===== config.mk =====
export PLATFORM = sky130hd
export DESIGN_NAME = pipe_mem_access_flat
export DESIGN_NICKNAME = d
export VERILOG_FILES = /design/src/rtl/pipe_mem_access_if.sv /design/src/rtl/pipe_mem_access.sv /design/src/flat_wrapper.sv
export SDC_FILE = /design/constraint.sdc
export NUM_CORES = 1
export LEC_CHECK = 0
export BUFFER_PORTS_ARGS = -buffer_cell sky130_fd_sc_hd__buf_2
export CORE_MARGIN = 4
export CORE_UTILIZATION = 30
export DETAILED_ROUTE_END_ITERATION = 16
export PLACE_DENSITY = 0.81
export SYNTH_ARGS = -nofsm -noshare
export SYNTH_HDL_FRONTEND = slang
export SYNTH_SLANG_ARGS = --single-unit

===== constraint.sdc =====
create_clock -name clk -period 1.2 [get_ports clk]
set_input_delay 0.24 -clock clk [delete_from_list [all_inputs] [get_ports clk]]
set_output_delay 0.24 -clock clk [all_outputs]
set_load 0.03 [all_outputs]

===== src/rtl/pipe_mem_access_if.sv =====
// pipe_mem_access_if: EX/MEM inputs, data-memory port and MEM/WB result bundle
interface pipe_mem_access_if;
  logic        ex_valid;
  logic        ex_load;
  logic        ex_store;
  logic        ex_regwrite;
  logic        ex_signed;
  logic [1:0]  ex_size;
  logic [31:0] ex_addr;
  logic [31:0] ex_wdata;
  logic [4:0]  ex_rd;
  logic [31:0] mem_rdata;
  logic [4:0]  DataAdr;
  logic [31:0] DataIn;
  logic        DMemW;
  logic        DMemR;
  logic        stall;
  logic        wb_valid;
  logic        wb_regwrite;
  logic        wb_misalign;
  logic [4:0]  wb_rd;
  logic [31:0] wb_data;
  modport slave (
    input  ex_valid, ex_load, ex_store, ex_regwrite, ex_signed, ex_size, ex_addr, ex_wdata, ex_rd, mem_rdata,
    output DataAdr, DataIn, DMemW, DMemR, stall, wb_valid, wb_regwrite, wb_misalign, wb_rd, wb_data
  );
  modport master (
    output ex_valid, ex_load, ex_store, ex_regwrite, ex_signed, ex_size, ex_addr, ex_wdata, ex_rd, mem_rdata,
    input  DataAdr, DataIn, DMemW, DMemR, stall, wb_valid, wb_regwrite, wb_misalign, wb_rd, wb_data
  );
endinterface


===== src/rtl/pipe_mem_access.sv =====
// pipe_mem_access: MEM pipeline stage; define PIPE_MEM_SUBWORD_EN for byte/half access via read-modify-write
module pipe_mem_access (
  input logic              clk,
  input logic              rst,
  pipe_mem_access_if.slave bus
);
  logic        w_mem, w_store, w_load, w_word, w_mis, w_rmw, w_sub_st, w_mem_ok;
  logic [31:0] w_ld, w_din;
  logic [4:0]  w_adr, w_rmw_rd;
  logic        r_wb_valid, r_wb_regwrite, r_wb_misalign;
  logic [4:0]  r_wb_rd;
  logic [31:0] r_wb_data;
  assign w_mem   = bus.ex_load | bus.ex_store;
  assign w_store = bus.ex_store;
  assign w_load  = bus.ex_load & ~bus.ex_store;
`ifdef PIPE_MEM_SUBWORD_EN
  typedef enum logic {IDLE, RMW} state_t;
  state_t      r_state, w_next;
  logic        w_half;
  logic [4:0]  w_sh, r_adr, r_rd;
  logic [15:0] w_lane;
  logic [31:0] w_mask, w_merge, r_merge;
  assign w_word   = bus.ex_size[1];
  assign w_half   = bus.ex_size == 2'b01;
  assign w_mis    = w_mem & ((w_half & bus.ex_addr[0]) | (w_word & |bus.ex_addr[1:0]));
  assign w_rmw    = r_state == RMW;
  assign w_sh     = {bus.ex_addr[1:0], 3'b000};
  assign w_lane   = 16'(bus.mem_rdata >> w_sh);
  assign w_ld     = w_word ? bus.mem_rdata :
                    w_half ? {{16{bus.ex_signed & w_lane[15]}}, w_lane} :
                             {{24{bus.ex_signed & w_lane[7]}}, w_lane[7:0]};
  assign w_mask   = (w_half ? 32'h0000_FFFF : 32'h0000_00FF) << w_sh;
  assign w_merge  = (bus.mem_rdata & ~w_mask) | ((bus.ex_wdata << w_sh) & w_mask);
  assign w_sub_st = ~w_rmw & bus.ex_valid & w_store & ~w_mis & ~w_word;
  assign w_adr    = w_rmw ? r_adr : bus.ex_addr[6:2];
  assign w_din    = w_rmw ? r_merge : bus.ex_wdata;
  assign w_rmw_rd = r_rd;
  // state register; reset drops any pending RMW write
  always_ff @(posedge clk or posedge rst)
    if (rst) r_state <= IDLE;
    else r_state <= w_next;
  // an accepted aligned sub-word store reads first, then writes for exactly one cycle
  always_comb begin
    w_next = w_sub_st ? RMW : IDLE;
  end
  // hold the merged word, its address and destination for the write cycle
  always_ff @(posedge clk or posedge rst)
    if (rst) begin
      r_merge <= '0;
      r_adr   <= '0;
      r_rd    <= '0;
    end else if (w_sub_st) begin
      r_merge <= w_merge;
      r_adr   <= bus.ex_addr[6:2];
      r_rd    <= bus.ex_rd;
    end
`else
  logic w_unused;
  assign w_word   = 1'b1;
  assign w_mis    = w_mem & |bus.ex_addr[1:0];
  assign w_rmw    = 1'b0;
  assign w_sub_st = 1'b0;
  assign w_ld     = bus.mem_rdata;
  assign w_adr    = bus.ex_addr[6:2];
  assign w_din    = bus.ex_wdata;
  assign w_rmw_rd = 5'd0;
  assign w_unused = ^{bus.ex_size, bus.ex_signed};
`endif
  assign w_mem_ok = ~w_rmw & bus.ex_valid & w_mem & ~w_mis;
  // memory port strobes, silenced while reset is held so an interrupted RMW never writes
  always_comb begin
    bus.DataAdr = w_adr;
    bus.DataIn  = w_din;
    bus.DMemW   = ~rst & (w_rmw | (w_mem_ok & w_store & w_word));
    bus.DMemR   = ~rst & w_mem_ok & ~(w_store & w_word);
    bus.stall   = ~rst & w_sub_st;
  end
  // MEM/WB result register; the read half of an RMW produces no result
  always_ff @(posedge clk or posedge rst)
    if (rst) begin
      r_wb_valid    <= 1'b0;
      r_wb_regwrite <= 1'b0;
      r_wb_misalign <= 1'b0;
      r_wb_rd       <= '0;
      r_wb_data     <= '0;
    end else if (w_rmw) begin
      r_wb_valid    <= 1'b1;
      r_wb_regwrite <= 1'b0;
      r_wb_misalign <= 1'b0;
      r_wb_rd       <= w_rmw_rd;
      r_wb_data     <= '0;
    end else begin
      r_wb_valid    <= bus.ex_valid & ~w_sub_st;
      r_wb_regwrite <= bus.ex_valid & ~w_mis & ~w_store & bus.ex_regwrite;
      r_wb_misalign <= bus.ex_valid & w_mis;
      r_wb_rd       <= (bus.ex_valid && !w_sub_st) ? bus.ex_rd : 5'd0;
      r_wb_data     <= (!bus.ex_valid || w_mis || w_store) ? 32'd0 : w_load ? w_ld : bus.ex_addr;
    end
  assign bus.wb_valid    = r_wb_valid;
  assign bus.wb_regwrite = r_wb_regwrite;
  assign bus.wb_misalign = r_wb_misalign;
  assign bus.wb_rd       = r_wb_rd;
  assign bus.wb_data     = r_wb_data;
endmodule

===== src/flat_wrapper.sv =====
// flat-port wrapper written by rule: the top's interface ports become plain ports
module pipe_mem_access_flat 
  (clk, rst, bus_ex_valid, bus_ex_load, bus_ex_store, bus_ex_regwrite, bus_ex_signed, bus_ex_size, bus_ex_addr, bus_ex_wdata, bus_ex_rd, bus_mem_rdata, bus_DataAdr, bus_DataIn, bus_DMemW, bus_DMemR, bus_stall, bus_wb_valid, bus_wb_regwrite, bus_wb_misalign, bus_wb_rd, bus_wb_data);
  pipe_mem_access_if bus_i ();
  input logic clk;
  input logic rst;
  input wire logic [$bits(bus_i.ex_valid)-1:0] bus_ex_valid;
  input wire logic [$bits(bus_i.ex_load)-1:0] bus_ex_load;
  input wire logic [$bits(bus_i.ex_store)-1:0] bus_ex_store;
  input wire logic [$bits(bus_i.ex_regwrite)-1:0] bus_ex_regwrite;
  input wire logic [$bits(bus_i.ex_signed)-1:0] bus_ex_signed;
  input wire logic [$bits(bus_i.ex_size)-1:0] bus_ex_size;
  input wire logic [$bits(bus_i.ex_addr)-1:0] bus_ex_addr;
  input wire logic [$bits(bus_i.ex_wdata)-1:0] bus_ex_wdata;
  input wire logic [$bits(bus_i.ex_rd)-1:0] bus_ex_rd;
  input wire logic [$bits(bus_i.mem_rdata)-1:0] bus_mem_rdata;
  output wire logic [$bits(bus_i.DataAdr)-1:0] bus_DataAdr;
  output wire logic [$bits(bus_i.DataIn)-1:0] bus_DataIn;
  output wire logic [$bits(bus_i.DMemW)-1:0] bus_DMemW;
  output wire logic [$bits(bus_i.DMemR)-1:0] bus_DMemR;
  output wire logic [$bits(bus_i.stall)-1:0] bus_stall;
  output wire logic [$bits(bus_i.wb_valid)-1:0] bus_wb_valid;
  output wire logic [$bits(bus_i.wb_regwrite)-1:0] bus_wb_regwrite;
  output wire logic [$bits(bus_i.wb_misalign)-1:0] bus_wb_misalign;
  output wire logic [$bits(bus_i.wb_rd)-1:0] bus_wb_rd;
  output wire logic [$bits(bus_i.wb_data)-1:0] bus_wb_data;
  assign bus_i.ex_valid = bus_ex_valid;
  assign bus_i.ex_load = bus_ex_load;
  assign bus_i.ex_store = bus_ex_store;
  assign bus_i.ex_regwrite = bus_ex_regwrite;
  assign bus_i.ex_signed = bus_ex_signed;
  assign bus_i.ex_size = bus_ex_size;
  assign bus_i.ex_addr = bus_ex_addr;
  assign bus_i.ex_wdata = bus_ex_wdata;
  assign bus_i.ex_rd = bus_ex_rd;
  assign bus_i.mem_rdata = bus_mem_rdata;
  assign bus_DataAdr = bus_i.DataAdr;
  assign bus_DataIn = bus_i.DataIn;
  assign bus_DMemW = bus_i.DMemW;
  assign bus_DMemR = bus_i.DMemR;
  assign bus_stall = bus_i.stall;
  assign bus_wb_valid = bus_i.wb_valid;
  assign bus_wb_regwrite = bus_i.wb_regwrite;
  assign bus_wb_misalign = bus_i.wb_misalign;
  assign bus_wb_rd = bus_i.wb_rd;
  assign bus_wb_data = bus_i.wb_data;
  pipe_mem_access u_core (.clk(clk), .rst(rst), .bus(bus_i));
endmodule

==> results of run 1 <==
final cells by class:
cell class	instances	area share (%)
multi-input cells	113	20.98
inverters	2	0.3155
repair buffers	127	28.92
flip-flops and latches	40	42.06
clock buffers	8	3.785
well taps	75	3.943
per-layer routing:
layer  global-route usage (%)  routed length, um
met5                        0                  0
met4                    7.224                200
met3                    3.879                633
met2                    23.40               2639
met1                    12.10               1552
power groups by stage:
stage | registers [W] | logic, W | clock network, W
6_report | 0.00141 | 0.000508 | 0.000889
5_1_grt | 0.00141 | 0.000562 | 0.000986
3_3_place_gp | 0.00143 | 0.000509 | 0
2_1_floorplan | 0.00154 | 0.000392 | 0
4_1_cts | 0.00141 | 0.000518 | 0.000935
3_5_place_dp | 0.00143 | 0.000517 | 0
cells in the final DEF, fill, tap and decap left out, drive strengths merged:
cell type	instances
dfrtp	40
buf	127
nand3b	1
inv	2
nor2	3
clkbuf	8
nor2b	2
nand2	64
or2b	1
o21ai	2
and3	2
and2	5
conb	1
a21oi	32
stage by stage:
stage                     hold slack (ns)  utilization [%]  power, W
after floorplan                    0.2714                -  0.001935
after global placement             0.3225            38.22  0.001942
after detailed placement           0.3296            38.22  0.001952
after CTS                         0.01693            39.72  0.002861
after global routing              0.04567            39.72  0.002961
final                             0.01511            39.72  0.002805
sequential cells by signal, summed over array words and instances (netlist names):
register                flops
u_core.bus.wb_data         32
u_core.bus.wb_rd            5
u_core.bus.wb_misalign      1
u_core.bus.wb_regwrite      1
u_core.bus.wb_valid         1
worst min path at each step:
stage / start / end / slack, ns
finish: rst / u_core.bus.wb_rd[1]$_DFF_PP0_ / 0.02
global route: rst / u_core.bus.wb_rd[1]$_DFF_PP0_ / 0.05
CTS: rst / u_core.bus.wb_data[4]$_DFF_PP0_ / 0.02
detailed placement: rst / u_core.bus.wb_rd[1]$_DFF_PP0_ / 0.33
global placement: rst / u_core.bus.wb_rd[1]$_DFF_PP0_ / 0.32
floorplan: bus_ex_valid / u_core.bus.wb_valid$_DFF_PP0_ / 0.27
cells by family (layout without fill, tap and decap cells):
| family | count (synthesis) | count (layout) | share of synthesized area [%] |
|---|---|---|---|
| DFF | 40 | 40 | 53.55 |
| other | 1 | 1 | 0.2006 |
| buffers and inverters | 50 | 137 | 19.88 |
| and+or+nand+nor | 78 | 78 | 17.27 |
| AOI/OAI and AO/OA | 34 | 34 | 9.102 |
==> run metrics, run 1 <==
status finished clean; Reg area 0.001001 mm^2; # setup viols final 0; drt pass-1 iters 4; flops & latches, synth 40; Clock Tree Buf Depth 2; most frequent CP cell buf_2; Min-Delay Path Class in2async; drt wl/cell 13.77 um; remaining global-route overflow 0; startpoint types input pin; share of layout cells above drive strength 1 46.21%; Final Max Tran Viols 0; worst-path cell chain buf_2 > nor2b_2 > and3_1 > buf_2; post-synth top area share 53.55%; CP top delay family simple AND/OR/NAND/NOR gates; Worst Path Arrival 0.87 ns; htree depth 2; post-route insts no fill 365; area grow syn2layout 27.31%; # fillers 588; Post-synth EDFFs 0; HPWL after detailed placement 4047 um; Setup CP Type in2out; clk sinks 40; crit-path max cell delay 0.19 ns; P_leak 1.404 nW; top-count cell post-synth nand2_1; Worst setup startpoint bus_ex_load; Comb power frac 18.1%; die area 0.007558 mm^2; Final min period 1.107 ns; Post-CTS Setup Bufs 0; I/O pins 190; Placed Area 0.002290 mm^2; Stages on worst setup path 4; syn nets 313; Switch Pwr 0.0007455 W; Cell Area, Synth 0.001869 mm^2; Syn Inst Count 203; dpl ws 0.08809 ns; # diodes 0; area of the core 0.005991 mm^2; clock group share of total power 31.7%; PwrDens 1179 mW/mm^2; RD Place Congestion 0.7273; Fmax 903.4 MHz; CP bufs+invs 2; initial antenna violation count 0; vias in the first global route 1495; num rows 28; RSZ-0062 raised after global routing false; Ys Warns 0; post-synthesis sequential area ratio 53.55%; Final Cell Area 0.002380 mm^2; Sw Ratio 26.57%; largest net degree at the start of global routing 41; drt drc 0; post-CTS sizing 0; CTS root buffer clkbuf_8; DIE HEIGHT 86.94 um; Int Power 0.002060 W; asr flop ratio synth 100.0%; CTS tree built; area of the multi-input gates 499.2 um^2; WL final 5026 um; Post-synth top cells nand2_1 (64), buf_4 (42), dfrtp_1 (40), a21oi_1 (32), and2_1 (5); TNS Setup 0 ns; Die X 86.94 um; Area contributors post-synth dfrtp_1 (54%), buf_4 (17%), nand2_1 (13%), a21oi_1 (8.6%), buf_6 (1.8%); Final Cycle Share 92.24%; GRT Resource Usage Total 12.60%; Slowest cell on crit path buf_2; syn avg cell area 9.208 um^2; crit path capture type output pin; sequential fraction of design power 50.2%; area leader, netlist dfrtp_1; Final WS setup 0.09310 ns; Routed Antenna Nets 0; peak supply drop 0.5073 mV; # port buffers 121; via count 1536; prevailing post-synth register cell dfrtp_1; Yosys cell types 16; max-cap viol count 0; critical path peak fanout 4; Clock transition at path regs 0.07 ns; first-pass GRT wire length 7265 um; number of buffers created by CTS 5; endpoints failing hold 0; Final nets 399; Placed Instances 357; Critical Path End bus_DMemR; via/cell ratio 4.208; First DRT Iteration DRCs 42; Hold Buf Count CTS 0; Worst Path Required 0.96 ns; Initial Utilization 31.20%
Power figures use the tool's default switching activity.
==> run 2, diff against run 1 <==
--- a/config.mk
+++ b/config.mk
@@ -9,7 +9,7 @@
 export CORE_MARGIN = 4
 export CORE_UTILIZATION = 30
 export DETAILED_ROUTE_END_ITERATION = 16
-export PLACE_DENSITY = 0.81
+export PLACE_DENSITY = 0.79
 export SYNTH_ARGS = -nofsm -noshare
 export SYNTH_HDL_FRONTEND = slang
 export SYNTH_SLANG_ARGS = --single-unit
==> constraint.sdc (replaced) <==
create_clock -name clk -period 1.3 [get_ports clk]
set_input_delay 0.26 -clock clk [delete_from_list [all_inputs] [get_ports clk]]
set_output_delay 0.26 -clock clk [all_outputs]
set_load 0.03 [all_outputs]
==> run metrics, run 2 (synthesis gave the netlist of run 1 again) <==
commonest non-fill, non-tap cell in the layout buf_2; critical path peak fanout 4 (unchanged); htree depth 2 (unchanged); Die X 86.94 um (unchanged); startpoint types input pin; P_leak 1.423 nW (+1.4%); peak supply drop 0.3926 mV (-23%); RSZ-0062 raised after global routing false; Post-CTS Setup Bufs 0 (unchanged); CTS root buffer clkbuf_8; endpoints failing hold 0 (unchanged); Final min period 1.145 ns; Placed Instances 357 (unchanged); Critical Path End bus_DMemR; area of the multi-input gates 499.2 um^2 (unchanged); max FFs per register 32 (unchanged); vias in the first global route 1565 (+4.7%); die area 0.007558 mm^2 (unchanged); Min-Delay Path Class in2async; status finished clean; WL final 5072 um (+0.92%); initial antenna violation count 0 (unchanged); Reg area 0.001001 mm^2 (unchanged); TNS Setup 0 ns (unchanged); Clock Tree Buf Depth 2 (unchanged); via/cell ratio 4.334 (+3.0%); largest net degree at the start of global routing 41 (unchanged); RD Place Congestion 0.7154 (-1.6%); area grow syn2layout 29.25%; first-pass GRT wire length 7465 um (+2.8%); post-route insts no fill 365 (unchanged); clk sinks 40 (unchanged); GRT Resource Usage Total 12.93% (+0.33 points); Routed Antenna Nets 0 (unchanged); # port buffers 121 (unchanged); I/O pins 190 (unchanged); # setup viols final 0 (unchanged); Final nets 399 (unchanged); # diodes 0 (unchanged); Fmax 873.1 MHz; Final Max Tran Viols 0 (unchanged); # fillers 605 (+2.9%); via count 1582 (+3.0%); CTS tree built; share of layout cells above drive strength 1 46.90% (+0.69 points); Worst Path Arrival 0.89 ns (+0.02 ns); First DRT Iteration DRCs 41 (-2.4%); area of the core 0.005991 mm^2 (unchanged); max-cap viol count 0 (unchanged); drt drc 0 (unchanged); Setup CP Type in2out; commonest cells after routing, fill and taps aside buf_2 (121), nand2_1 (64), dfrtp_1 (40); Initial Utilization 31.20% (unchanged); number of buffers created by CTS 5 (unchanged); Worst setup startpoint bus_ex_load; Final Cycle Share 88.10%; Worst Path Required 1.04 ns (+0.08 ns); drt wl/cell 13.90 um (+0.92%); crit path capture type output pin; DIE HEIGHT 86.94 um (unchanged); post-CTS sizing 0 (unchanged); Hold Buf Count CTS 0 (unchanged); drt pass-1 iters 4 (unchanged); Clock transition at path regs 0.08 ns (about the same); PwrDens 1181 mW/mm^2 (+0.17%); num rows 28 (unchanged); remaining global-route overflow 0 (unchanged); HPWL after detailed placement 4022 um (-0.63%)
## run 2: worst min-delay path by stage
stage                                     to  slack (ns)  depth (start not counted)    startpoint
3_5_place_dp   u_core.bus.wb_rd[0]$_DFF_PP0_        0.35                          3           rst
6_report       u_core.bus.wb_rd[0]$_DFF_PP0_        0.03                          3           rst
5_1_grt        u_core.bus.wb_valid$_DFF_PP0_        0.05                          3           rst
3_3_place_gp   u_core.bus.wb_rd[2]$_DFF_PP0_        0.34                          3           rst
4_1_cts        u_core.bus.wb_rd[0]$_DFF_PP0_        0.03                          3           rst
2_1_floorplan  u_core.bus.wb_valid$_DFF_PP0_        0.29                          0  bus_ex_valid
## run 2: power by group
part	leakage [nW]	total [W]	internal, W	switching, W
Clock	0.0645	0.00108	0.000677	0.000404
Sequential	0.540	0.00130	0.00129	0.0000105
Combinational	0.818	0.000472	0.000179	0.000293
## run 2: metal layers
metal | vias up | global-route usage (%) | wire length (um)
li1 | 768 | - | -
met1 | 693 | 12.26 | 1563
met2 | 93 | 23.60 | 2627
met3 | 28 | 4.447 | 637
met4 | 0 | 7.932 | 243
met5 | - | 0 | 0
## run 2: final cells by class
class	count	share of cell area [%]
Tap cell	75	3.884
Multi-Input combinational cell	113	20.66
Clock buffer	7	3.988
Timing Repair Buffer	127	28.48
Clock inverter	1	1.243
Sequential cell	40	41.43
Inverter	2	0.3107
## run 2: through the flow
stage          instance area [um^2]  power [W]  setup slack [ns]  utilization (%)  hold WS [ns]
2_1_floorplan                  1869   0.001786            0.1224                -        0.2914
6_report                       2416   0.002853            0.1547            40.33       0.02637
3_5_place_dp                   2290   0.001803            0.1531            38.22        0.3454
4_1_cts                        2416   0.002902            0.1524            40.33       0.03218
3_3_place_gp                   2290   0.001793            0.1573            38.22        0.3427
5_1_grt                        2416   0.003004           0.09051            40.33       0.05259
## run 2: worst max-delay path, cell delays in order
cell     delay, ns
buf_2         0.10
nor2b_2       0.17
and3_1        0.16
buf_2         0.19
